File: config.mk
export PLATFORM = sky130hd
export DESIGN_NAME = fetch_unit
export DESIGN_NICKNAME = d
export VERILOG_FILES = /design/src/rtl/isa_pkg.sv /design/src/rtl/pc_reg.sv /design/src/rtl/fetch_unit.sv
export SDC_FILE = /design/constraint.sdc
export NUM_CORES = 1
export LEC_CHECK = 0
export CAP_MARGIN = 20
export CORE_MARGIN = 5
export CORE_UTILIZATION = 44
export CTS_CLUSTER_DIAMETER = 40
export CTS_CLUSTER_SIZE = 16
export DETAILED_ROUTE_END_ITERATION = 10
export PLACE_DENSITY = 0.91
export SLEW_MARGIN = 20
export SYNTH_ARGS = -nofsm -noshare
export SYNTH_HDL_FRONTEND = slang
export SYNTH_SLANG_ARGS = --single-unit
File: constraint.sdc
create_clock -name clk -period 2.45 [get_ports clk]
set_input_delay 0.735 -clock clk [delete_from_list [all_inputs] [get_ports clk]]
set_output_delay 0.735 -clock clk [all_outputs]
set_load 0.05 [all_outputs]
File: src/rtl/isa_pkg.sv
// Shared ISA definitions: the opcode constants, the default reset PC,
// the fetch state encoding, and small helpers used by fetch and control.
package isa_pkg;

    localparam logic [4:0]  OP_HALT          = 5'b00000;
    localparam logic [4:0]  OP_NOP           = 5'b00001;
    localparam logic [15:0] RESET_PC_DEFAULT = 16'h0000;
    localparam logic [15:0] NOP_INST         = {OP_NOP, 11'b0};

    typedef enum logic [1:0] {
        ST_REQ    = 2'd0,
        ST_HOLD   = 2'd1,
        ST_HALTED = 2'd2
    } fetch_state_e;

    // Instruction addresses are 16-bit word aligned; bit 0 is always zero.
    function automatic logic [15:0] align_pc(input logic [15:0] addr);
        return {addr[15:1], 1'b0};
    endfunction

    function automatic logic is_halt(input logic [15:0] word);
        return word[15:11] == OP_HALT;
    endfunction

endpackage

File: src/rtl/pc_reg.sv
// Program counter register with its +2 incrementer.
// A redirect load has priority over a sequential advance.
module pc_reg
    import isa_pkg::*;
#(
    parameter logic [15:0] RESET_PC = RESET_PC_DEFAULT
) (
    input  logic        clk,
    input  logic        rst,
    input  logic        load,
    input  logic [15:0] load_pc,
    input  logic        advance,
    output logic [15:0] pc,
    output logic [15:0] pc_plus2
);

    // The increment wraps naturally at 16 bits: 16'hFFFE + 2 = 16'h0000.
    assign pc_plus2 = pc + 16'd2;

    // PC state: reset, redirect load, or step to the next word.
    // NOTE: state registers use non-blocking assignments so every flop samples pre-edge values.
    always_ff @(posedge clk or posedge rst) begin
        if (rst) begin
            pc <= align_pc(RESET_PC);
        end else if (load) begin
            pc <= align_pc(load_pc);
        end else if (advance) begin
            pc <= pc_plus2;
        end
    end

endmodule

File: src/rtl/fetch_unit.sv
// Instruction fetch unit: requests one word at a time from instruction
// memory, holds it for decode until accepted, follows redirects and stops
// on a HALT opcode.
// Optional build macro FETCH_PERF_EN adds a saturating transfer counter
// on port perf_fetch_cnt.
module fetch_unit
    import isa_pkg::*;
#(
    parameter logic [15:0] RESET_PC = RESET_PC_DEFAULT
) (
    input  logic        clk,
    input  logic        rst,
    output logic        imem_req,
    output logic [15:0] imem_addr,
    input  logic        imem_ack,
    input  logic [15:0] imem_rdata,
    input  logic        redirect,
    input  logic [15:0] redirect_pc,
    output logic        inst_valid,
    input  logic        inst_ready,
    output logic [15:0] inst,
    output logic [15:0] pc_inc,
    output logic        halted,
`ifdef FETCH_PERF_EN
    output logic        err,
    output logic [15:0] perf_fetch_cnt
`else
    output logic        err
`endif
);

    fetch_state_e state, next_state;

    logic [15:0] pc;
    logic [15:0] pc_plus2;
    logic        active;       // REQ or HOLD: redirects are honoured
    logic        take_redirect;
    logic        transfer;
    logic        capture;
    logic        halt_xfer;

    assign active        = (state == ST_REQ) || (state == ST_HOLD);
    assign take_redirect = active && redirect;
    assign transfer      = (state == ST_HOLD) && inst_ready;
    assign halt_xfer     = transfer && is_halt(inst);
    // A response arriving together with a redirect belongs to the old path.
    assign capture       = (state == ST_REQ) && imem_ack && !redirect;

    pc_reg #(
        .RESET_PC (RESET_PC)
    ) u_pc_reg (
        .clk      (clk),
        .rst      (rst),
        .load     (take_redirect),
        .load_pc  (redirect_pc),
        .advance  (transfer && !halt_xfer),
        .pc       (pc),
        .pc_plus2 (pc_plus2)
    );

    // FSM state register.
    always_ff @(posedge clk or posedge rst) begin
        if (rst) begin
            state <= ST_REQ;
        end else begin
            state <= next_state;
        end
    end

    // FSM next-state logic; a HALT transfer wins even over a coincident redirect.
    // NOTE: next_state gets a default before the case so no latch is inferred.
    always_comb begin
        next_state = state;
        unique case (state)
            ST_REQ: begin
                if (redirect)      next_state = ST_REQ;
                else if (imem_ack) next_state = ST_HOLD;
            end
            ST_HOLD: begin
                if (halt_xfer)                 next_state = ST_HALTED;
                else if (transfer || redirect) next_state = ST_REQ;
            end
            ST_HALTED: next_state = ST_HALTED;
            default:   next_state = ST_REQ;
        endcase
    end

    // FSM outputs, decoded purely from the current state.
    always_comb begin
        imem_req   = 1'b0;
        inst_valid = 1'b0;
        halted     = 1'b0;
        unique case (state)
            ST_REQ:    imem_req   = 1'b1;
            ST_HOLD:   inst_valid = 1'b1;
            ST_HALTED: halted     = 1'b1;
            default:   imem_req   = 1'b0;
        endcase
    end

    assign imem_addr = pc;

    // Instruction holding register: loaded only by a response to the live request.
    always_ff @(posedge clk or posedge rst) begin
        if (rst) begin
            inst   <= NOP_INST;
            pc_inc <= 16'h0000;
        end else if (capture) begin
            inst   <= imem_rdata;
            pc_inc <= pc_plus2;
        end
    end

    // Sticky flag for a redirect target with bit 0 set.
    always_ff @(posedge clk or posedge rst) begin
        if (rst) begin
            err <= 1'b0;
        end else if (take_redirect && redirect_pc[0]) begin
            err <= 1'b1;
        end
    end

`ifdef FETCH_PERF_EN
    // Saturating count of instructions handed to decode.
    always_ff @(posedge clk or posedge rst) begin
        if (rst) begin
            perf_fetch_cnt <= 16'h0000;
        end else if (transfer && (perf_fetch_cnt != 16'hFFFF)) begin
            perf_fetch_cnt <= perf_fetch_cnt + 16'd1;
        end
    end
`endif

endmodule
# Yosys cells after proc, flatten, opt, wreduce, memory -nomap -nowiden
# Index checks and enable logic that the tools add are counted.
[totals] ff_bits=51 inputBits=37 output_inout_bits=52 elab_cells=35
[op_classes] n_addsub=1 eq_ne=4 muxes=10 reduce_logical=15
[op_table] operator="16-bit 2-to-1 mux" count=2
[op_table] operator="16-bit by 2-bit adder with 16-bit output, second input constant" count=1
[op_table] operator="2-bit 2-to-1 mux" count=4
[op_table] operator="1-bit logical AND" count=7
[op_table] operator="2-bit one-hot mux with 3 select lines" count=1
[op_table] operator="5-bit logical NOT" count=1
[op_table] operator="1-bit 2-to-1 mux" count=3
[op_table] operator="3-bit by 2-bit != test with 1-bit output, second input constant" count=1
[op_table] operator="3-bit != test, second input constant" count=1
[op_table] operator="2-bit by 1-bit equality test with 1-bit output, second input constant" count=1
[op_table] operator="2-bit equality test, second input constant" count=1
[op_table] operator="1-bit logical NOT" count=2
[op_table] operator="2-bit logical NOT" count=1
[op_table] operator="1-bit logical OR" count=2
[op_table] operator="2-bit AND reduction" count=1
[op_table] operator="2-bit nonzero test" count=1

# Longest topological paths before layout
# Gate-level depths: netlist (run 1).
[depth] depth_word=7 mapped_depth=8 mapped_depth_nobuf=5

# Cells and area by module
# Synthesis (run 1) repeated with hierarchy kept, for this count alone.
[unflattened] cells_unflattened=222 hier_area_um2=2556.2
[modules_own_cells] module="fetch_unit" instances=1 cells_per_inst=84 area_each_um2=1376.3 seq_area_each_um2=877.1
[modules_own_cells] module="pc_reg" instances=1 cells_per_inst=138 area_each_um2=1179.9 seq_area_each_um2=375.4

# Worst setup path after synthesis (run 1)
# Ideal clock, no wire load.
[synth_path] path_kind="register to register" from="register u_pc_reg.pc[1]" to="register u_pc_reg.pc[11]" setup_ns=0.082 t_arrival_ns=2.007 required_time_ns=2.368 slack_ns=0.362 stages_incl_launch_ff=7 path_buffers=1 synth_period_minus_slack_ns=2.088 cell_sequence="dfrtp_1 > ha_1 > and3_1 > buf_2 > nand2_1 > or4_1 > a31oi_1"
[synth_between] elab_chain_cells=3
[synth_lines] element="from (decl)" line_no="pc_reg.sv:13" rtl="output logic [15:0] pc,"
[synth_lines] element="from (signal assigned)" line_no="pc_reg.sv:24" rtl="pc <= align_pc(RESET_PC);"
[synth_lines] element="from (signal assigned)" line_no="pc_reg.sv:26" rtl="pc <= align_pc(load_pc);"
[synth_lines] element="from (signal assigned)" line_no="pc_reg.sv:28" rtl="pc <= pc_plus2;"
[synth_lines] element="16-bit by 2-bit adder with 16-bit output" line_no="pc_reg.sv:18" rtl="assign pc_plus2 = pc + 16'd2;"
[synth_lines] element="16-bit 2-to-1 mux" line_no="pc_reg.sv:27" rtl="end else if (advance) begin"
[synth_lines] element="16-bit 2-to-1 mux" line_no="pc_reg.sv:25" rtl="end else if (load) begin"
# No other way between the ends. The select of a mux whose other input is x is not followed.
# A chain may end at the register's enable or synchronous reset.

# Worst setup path in the final report (run 1)
[layout_path] from="register u_pc_reg.pc[4]" to="output imem_addr[4]"
[layout_lines] element="to (decl)" line_no="fetch_unit.sv:14" rtl="output logic [15:0] imem_addr,"
# No word-level cell between the ends.

==> results of run 1 <==
[cells in the mapped netlist (4+ instances only)]
library cell	number
and3_1	4
nand2_1	12
a21oi_1	13
xor2_1	10
or4_1	5
nand3_1	4
o21ai_0	4
dfrtp_1	48
nor2_1	24
o211ai_1	4
buf_6	4
mux2_2	17
buf_2	7
o21ai_1	6
xnor2_1	7
nand4_1	5
or3_1	5
clkbuf_1	4
a31oi_1	8
nand2b_1	4
[final timing paths]
path / from / end / slack (ns) / cells after the start
worst max-delay path: u_pc_reg.pc[4] / imem_addr[4] / 0.07 / 1
worst min-delay path: err / err / 0.46 / 1
worst max register to register: inst[12] / u_pc_reg.pc[1] / 0.34 / 5
worst min register to register: err / err / 0.46 / 1
max in group asynchronous: rst / u_pc_reg.pc[13] / 1.17 / 3
min in group asynchronous: rst / inst[4] / 0.75 / 2
[layout make-up]
cell class / count / area, um2
clock buffer: 7 / 86.3
clock inverter: 1 / 7.51
fill: 415 / 1780
inverter: 3 / 11.3
multi-input combinational: 157 / 1060
sequential: 49 / 1230
tap: 70 / 87.6
timing repair buffer: 96 / 951
[timing repair]
item / 4_1_cts / 5_1_grt
setup endpoints to repair: 0 / 1
gates resized for setup: 0 / 1
setup buffers: 0 / 0
[metrics by stage]
step / std cells / hold WS [ns] / setup slack, ns / power (W)
2_1_floorplan: 226 / 0.513 / 0.362 / 0.00213
3_3_place_gp: 375 / 0.445 / 0.125 / 0.00264
3_5_place_dp: 375 / 0.447 / 0.0729 / 0.00267
4_1_cts: 383 / 0.471 / 0.0582 / 0.00317
5_1_grt: 383 / 0.479 / 0.00732 / 0.00329
6_report: 383 / 0.463 / 0.0695 / 0.00314
[power breakdown]
| part | switching, W | internal [W] |
|---|---|---|
| combinational | 0.000958 | 0.000540 |
| sequential | 0.000155 | 0.000994 |
| clock | 0.000261 | 0.000230 |
| total | 0.00137 | 0.00176 |
[logic make-up (layout without fill, tap and decap cells)]
group | count (synthesis) | in the layout
AOI/OAI and AO/OA | 44 | 44
xor gates and xnor gates | 17 | 17
adders and majority gates | 1 | 1
buffers and inverters | 20 | 107
DFF | 49 | 49
muxes | 20 | 20
other | 1 | 2
and+or+nand+nor | 73 | 73
[routing by layer]
| layer | track usage | routed length [um] | vias to the layer above | part of all wire |
|---|---|---|---|---|
| met1 | 0.223 | 2400 | 985 | 0.41 |
| met4 | 0.0395 | 57 | 0 | 0.0098 |
| li1 | - | - | 968 | - |
| met2 | 0.289 | 2970 | 72 | 0.51 |
| met3 | 0.0385 | 415 | 6 | 0.071 |
| met5 | 0 | 0 | - | 0 |
==> results_dict.tcl, run 1 <==
set metrics [dict create \
    status "finished clean" \
    synthMuxAreaShare 0.0925 \
    setup_viol 0 \
    fin_crit_sh 0.972 \
    slew_viol_final 0 \
    cts_buffer_depth 2 \
    p_leak_nw 1.38 \
    cts_root_buf "clkbuf_8" \
    vdd_ir_drop_max_mv 0.478 \
    ys_seq_area_frac 0.513 \
    final_common_cell "clkdlybuf4s50_1" \
    dr.pass1.iters 4 \
    grt_max_degree 45 \
    synthAdderAreaFrac 0.00522 \
    wire_per_inst_um 15.3 \
    crit_fanout 6 \
    max_stage_delay_ns 0.86 \
    most-common-layout-cells "clkdlybuf4s50_1, dfrtp_1, nor2_1, mux2_2" \
    hp-class "reg -> reg" \
    synth_enable_flop_cells 0 \
    crit_slowest_cell "clkdlybuf4s50_1" \
    synth_compound_area_frac 0.115 \
    tightestPinTransition_ns 0.525 \
    fp.dieH_um 83.8 \
    syn-cell-area_um2 2390 \
    setup_tns_ns 0 \
    post-route-min-period_ns 2.38 \
    synth_cell_types 38 \
    synthFlopType "dfrtp_1" \
    track_usage 0.171 \
    syn2layout_area_growth_pct 43.1 \
    finalNetCount 350 \
    cts_made_buffers 5 \
    cts_tree "built" \
    via_per_inst 5.30 \
    worstPathRequired_ns 1.71 \
    ys_ff_latch 49 \
    max_cap_violations 0 \
    route.detailed.drc 0 \
    crit_chain "clkdlybuf4s50_1" \
    finalInstanceArea_um2 3430 \
    critical-path-top-delay-family "buffers and inverters" \
    ant_nets 0 \
    powerDensity_nw_per_um2 916 \
    cts_num_sinks 49 \
    synth-async-reset-ratio 1.00 \
    cp-start-kind "flip-flop" \
    overflow 0 \
    vias 2031 \
    first_global_vias 2013 \
    die_area_um2 7020 \
    wirelength_um 5850 \
    first_iter_violations 147 \
    largest_reg_flops 16 \
    synth_area_per_cell_um2 10.6 \
    arrival_ns 1.65 \
    synthCells 225 \
    antenna_found_initial 0 \
    gp_congestion 0.782 \
    finalHoldViolations 0 \
    cp_num_buf_inv 1 \
    grt_pass1_wl_um 9860 \
    coreArea_um2 5200 \
    fp.dieW_um 83.8 \
    io_buffer_count 86 \
    yosys.area_share.simple 0.160 \
    worstSkewPairLatency_ns 0.30 \
    criticalPathCategory "reg -> out" \
    n_antenna_cell 0 \
    yosysTopAreaCell "dfrtp_1" \
    hpwl_um 4460 \
    synth_top_area_share 0.502 \
    initial_core_util 0.460 \
    max_freq_mhz 420 \
    placed_cell_area_um2 3330 \
    end_kind "primary output" \
    max_slew_margin 0.649 \
    ios 89 \
    cts_hold_buf 0 \
    synth_top_family_by_area "simple AND/OR/NAND/NOR gates" \
    fin_util 0.658 \
    skew_ns 0.00955 \
    row_count 26 \
    htree_levels 2 \
    synth_area_leaders "dfrtp_1, mux2_2, nor2_1" \
    yosysWarnings 0 \
    drive_gt1_frac 0.137 \
    synth_xor_area_frac 0.0622 \
    rsz0062_at_grt "no" \
    path_clk_slew_ns 0.09 \
]
No activity file was read; power rests on OpenSTA's default activity.
==> inputs of run 2 (changes only) <==
- CORE_UTILIZATION: 44 -> 45
- RECOVER_POWER: unset -> 50
- SYNTH_HIERARCHICAL: unset -> 1
==> run 2 against run 1 <==
Against the previous run: synthesized cell count is 1.3% lower; non-clock buffer count is 4 higher; critical path depth stayed put; design area is 3.2% higher; largest cell class unchanged; total power is 16% higher; fmax is 1.1% lower; first-iteration DRC count is 27% higher; register-to-register slack better by 0.15 ns; combinational power is 25% higher; hold slack better by 0.0030 ns; sequential cell count is 1 higher.
==> results_dict.tcl, run 2 <==
set metrics [dict create \
    vias 2102 \
    fp.dieW_um 85.4 \
    arrival_ns 1.67 \
    hpwl_um 4790 \
    ys_seq_area_frac 0.490 \
    via_per_inst 5.43 \
    worstPathRequired_ns 1.71 \
    synthTopCellsByCount "dfrtp_1, mux2_2, nand2_1" \
    crit_chain "clkdlybuf4s50_1" \
    coreArea_um2 5510 \
    max_stage_delay_ns 0.86 \
    dr.pass1.iters 5 \
    route.detailed.drc 0 \
    post-place-ws_ns -0.171 \
    cts_tree "built" \
    slew_viol_final 0 \
    syn-cell-area_um2 2560 \
    fin_cells 387 \
    rsz0062_at_grt "no" \
    cp-start-kind "flip-flop" \
    criticalPathCategory "reg -> out" \
    finalPower_w 0.00365 \
    final_common_cell "clkdlybuf4s50_1" \
    synth-async-reset-ratio 1.00 \
    end_kind "primary output" \
    max_freq_mhz 416 \
    drive_gt1_frac 0.194 \
    synthFlopType "dfrtp_1" \
    synth_top_area_share 0.480 \
    path_clk_slew_ns 0.09 \
    ant_nets 0 \
    syn2layout_area_growth_pct 38.3 \
    holdWs_ns 0.466 \
    initial_core_util 0.464 \
    synth_most_common_cell "dfrtp_1" \
    worstSkewPairLatency_ns 0.30 \
    synth_enable_flop_cells 0 \
    ios 89 \
    dp_cells 379 \
    max_cap_violations 0 \
    fp.dieH_um 85.4 \
    ys_ff_latch 50 \
    p_leak_nw 1.44 \
    finalHoldViolations 0 \
    critical-path-top-delay-family "buffers and inverters" \
    hp-class "reg -> reg" \
    max_slew_margin 0.344 \
    synthCells 222 \
    grt_max_degree 20 \
    cts_hold_buf 0 \
    htree_levels 2 \
    crit_slowest_cell "clkdlybuf4s50_1" \
    io_buffer_count 87 \
    antenna_found_initial 0 \
    status "finished clean" \
    wirelength_um 6380 \
    first_iter_violations 186 \
    row_count 27 \
    cts_resized 0 \
    die_area_um2 7290 \
    setup_viol 0 \
    overflow 0 \
    n_antenna_cell 0 \
    fill_cells 448 \
    post-route-min-period_ns 2.41 \
    synth_cell_types 45 \
    most-common-layout-cells "clkdlybuf4s50_1, dfrtp_1, mux2_2, nand2_1, xor2_1" \
    fin_ws_ns 0.0436 \
    yosysWarnings 6 \
    post-cts-setup-buffers 0 \
    cts_num_sinks 50 \
    cts_root_buf "clkbuf_8" \
    wire_per_inst_um 16.5 \
    yosysTopAreaCell "dfrtp_1" \
    powerDensity_nw_per_um2 1030 \
    gp_congestion 0.885 \
    first_global_vias 2146 \
    finalNetCount 352 \
    synth_area_per_cell_um2 11.5 \
    cts_made_buffers 5 \
    synth_area_leaders "dfrtp_1, mux2_2, xor2_1" \
    track_usage 0.181 \
    skew_ns 0.00695 \
    grt_pass1_wl_um 10700 \
    tightestPinTransition_ns 0.984 \
    fin_crit_sh 0.982 \
    cts_buffer_depth 2 \
    crit_fanout 6 \
    vdd_ir_drop_max_mv 0.734 \
    cp_num_buf_inv 1 \
]
## run 2: cell count changes in the layout (fill, tap and decap cells not counted), moves of 4 or more
cell	previous run	this run
nor2_1	24	10
a21oi_1	13	0
mux2_2	17	30
clkbuf_1	1	9
clkdlybuf4s50_1	80	74
inv_1	2	8
o21ai_1	6	0
a31oi_1	8	3
or3_1	5	0
and3_1	4	0
buf_4	13	9
nor3_1	1	5
nor4_1	0	4
## run 2: path summary, 6_finish.rpt
path                       slack, ns               to       startpoint  cells past startpoint
max in group asynchronous       0.66        pc_inc[7]              rst                      3
min reg2reg                     0.47              err              err                      1
min in group asynchronous       0.96  u_pc_reg/pc[15]              rst                      2
max reg2reg                     0.49       pc_inc[15]   u_pc_reg/pc[1]                      5
max                             0.04    imem_addr[11]  u_pc_reg/pc[11]                      1
min                             0.47              err              err                      1
## run 2: metrics by stage
stage,TNS (ns),utilization,cell area [um2]
global placement,-0.695,0.634,3490
CTS,0,0.651,3580
finish,0,0.642,3540
global route,0,0.642,3540
detailed placement,-1.22,0.634,3490
floorplan,0,-,2560
## run 2: cell families (layout without fill, tap and decap cells)
kind of cell	after synthesis	count (layout)	share of synthesized area
simple gates	69	69	0.167
compound gates	27	27	0.0793
mux	33	33	0.145
buf+inv	24	116	0.0543
xor+xnor	17	17	0.0582
fa+ha+maj	1	1	0.00489
flops	50	50	0.490
other cells	1	2	0.00147
## run 2: cell type report
type	instances	area [um2]	area share
Clock buffer	6	82.6	0.0234
Clock inverter	2	12.5	0.00354
Inverter	8	30.0	0.00849
Multi-Input combinational cell	149	1150	0.326
Sequential cell	50	1250	0.354
Tap cell	72	90.1	0.0255
Timing Repair Buffer	100	915	0.259
## run 2: power breakdown
part           internal, W  switching [W]
combinational     0.000671        0.00121
sequential         0.00107       0.000199
clock             0.000227       0.000272
## run 2: layer usage
metal | vias to the layer above | wire length [um] | share of wire | track usage
met5 | - | 0 | 0 | 0
met4 | 0 | 118 | 0.018 | 0.0460
met3 | 16 | 500 | 0.078 | 0.0515
met2 | 94 | 3310 | 0.52 | 0.306
met1 | 1014 | 2450 | 0.38 | 0.229
li1 | 978 | - | - | -
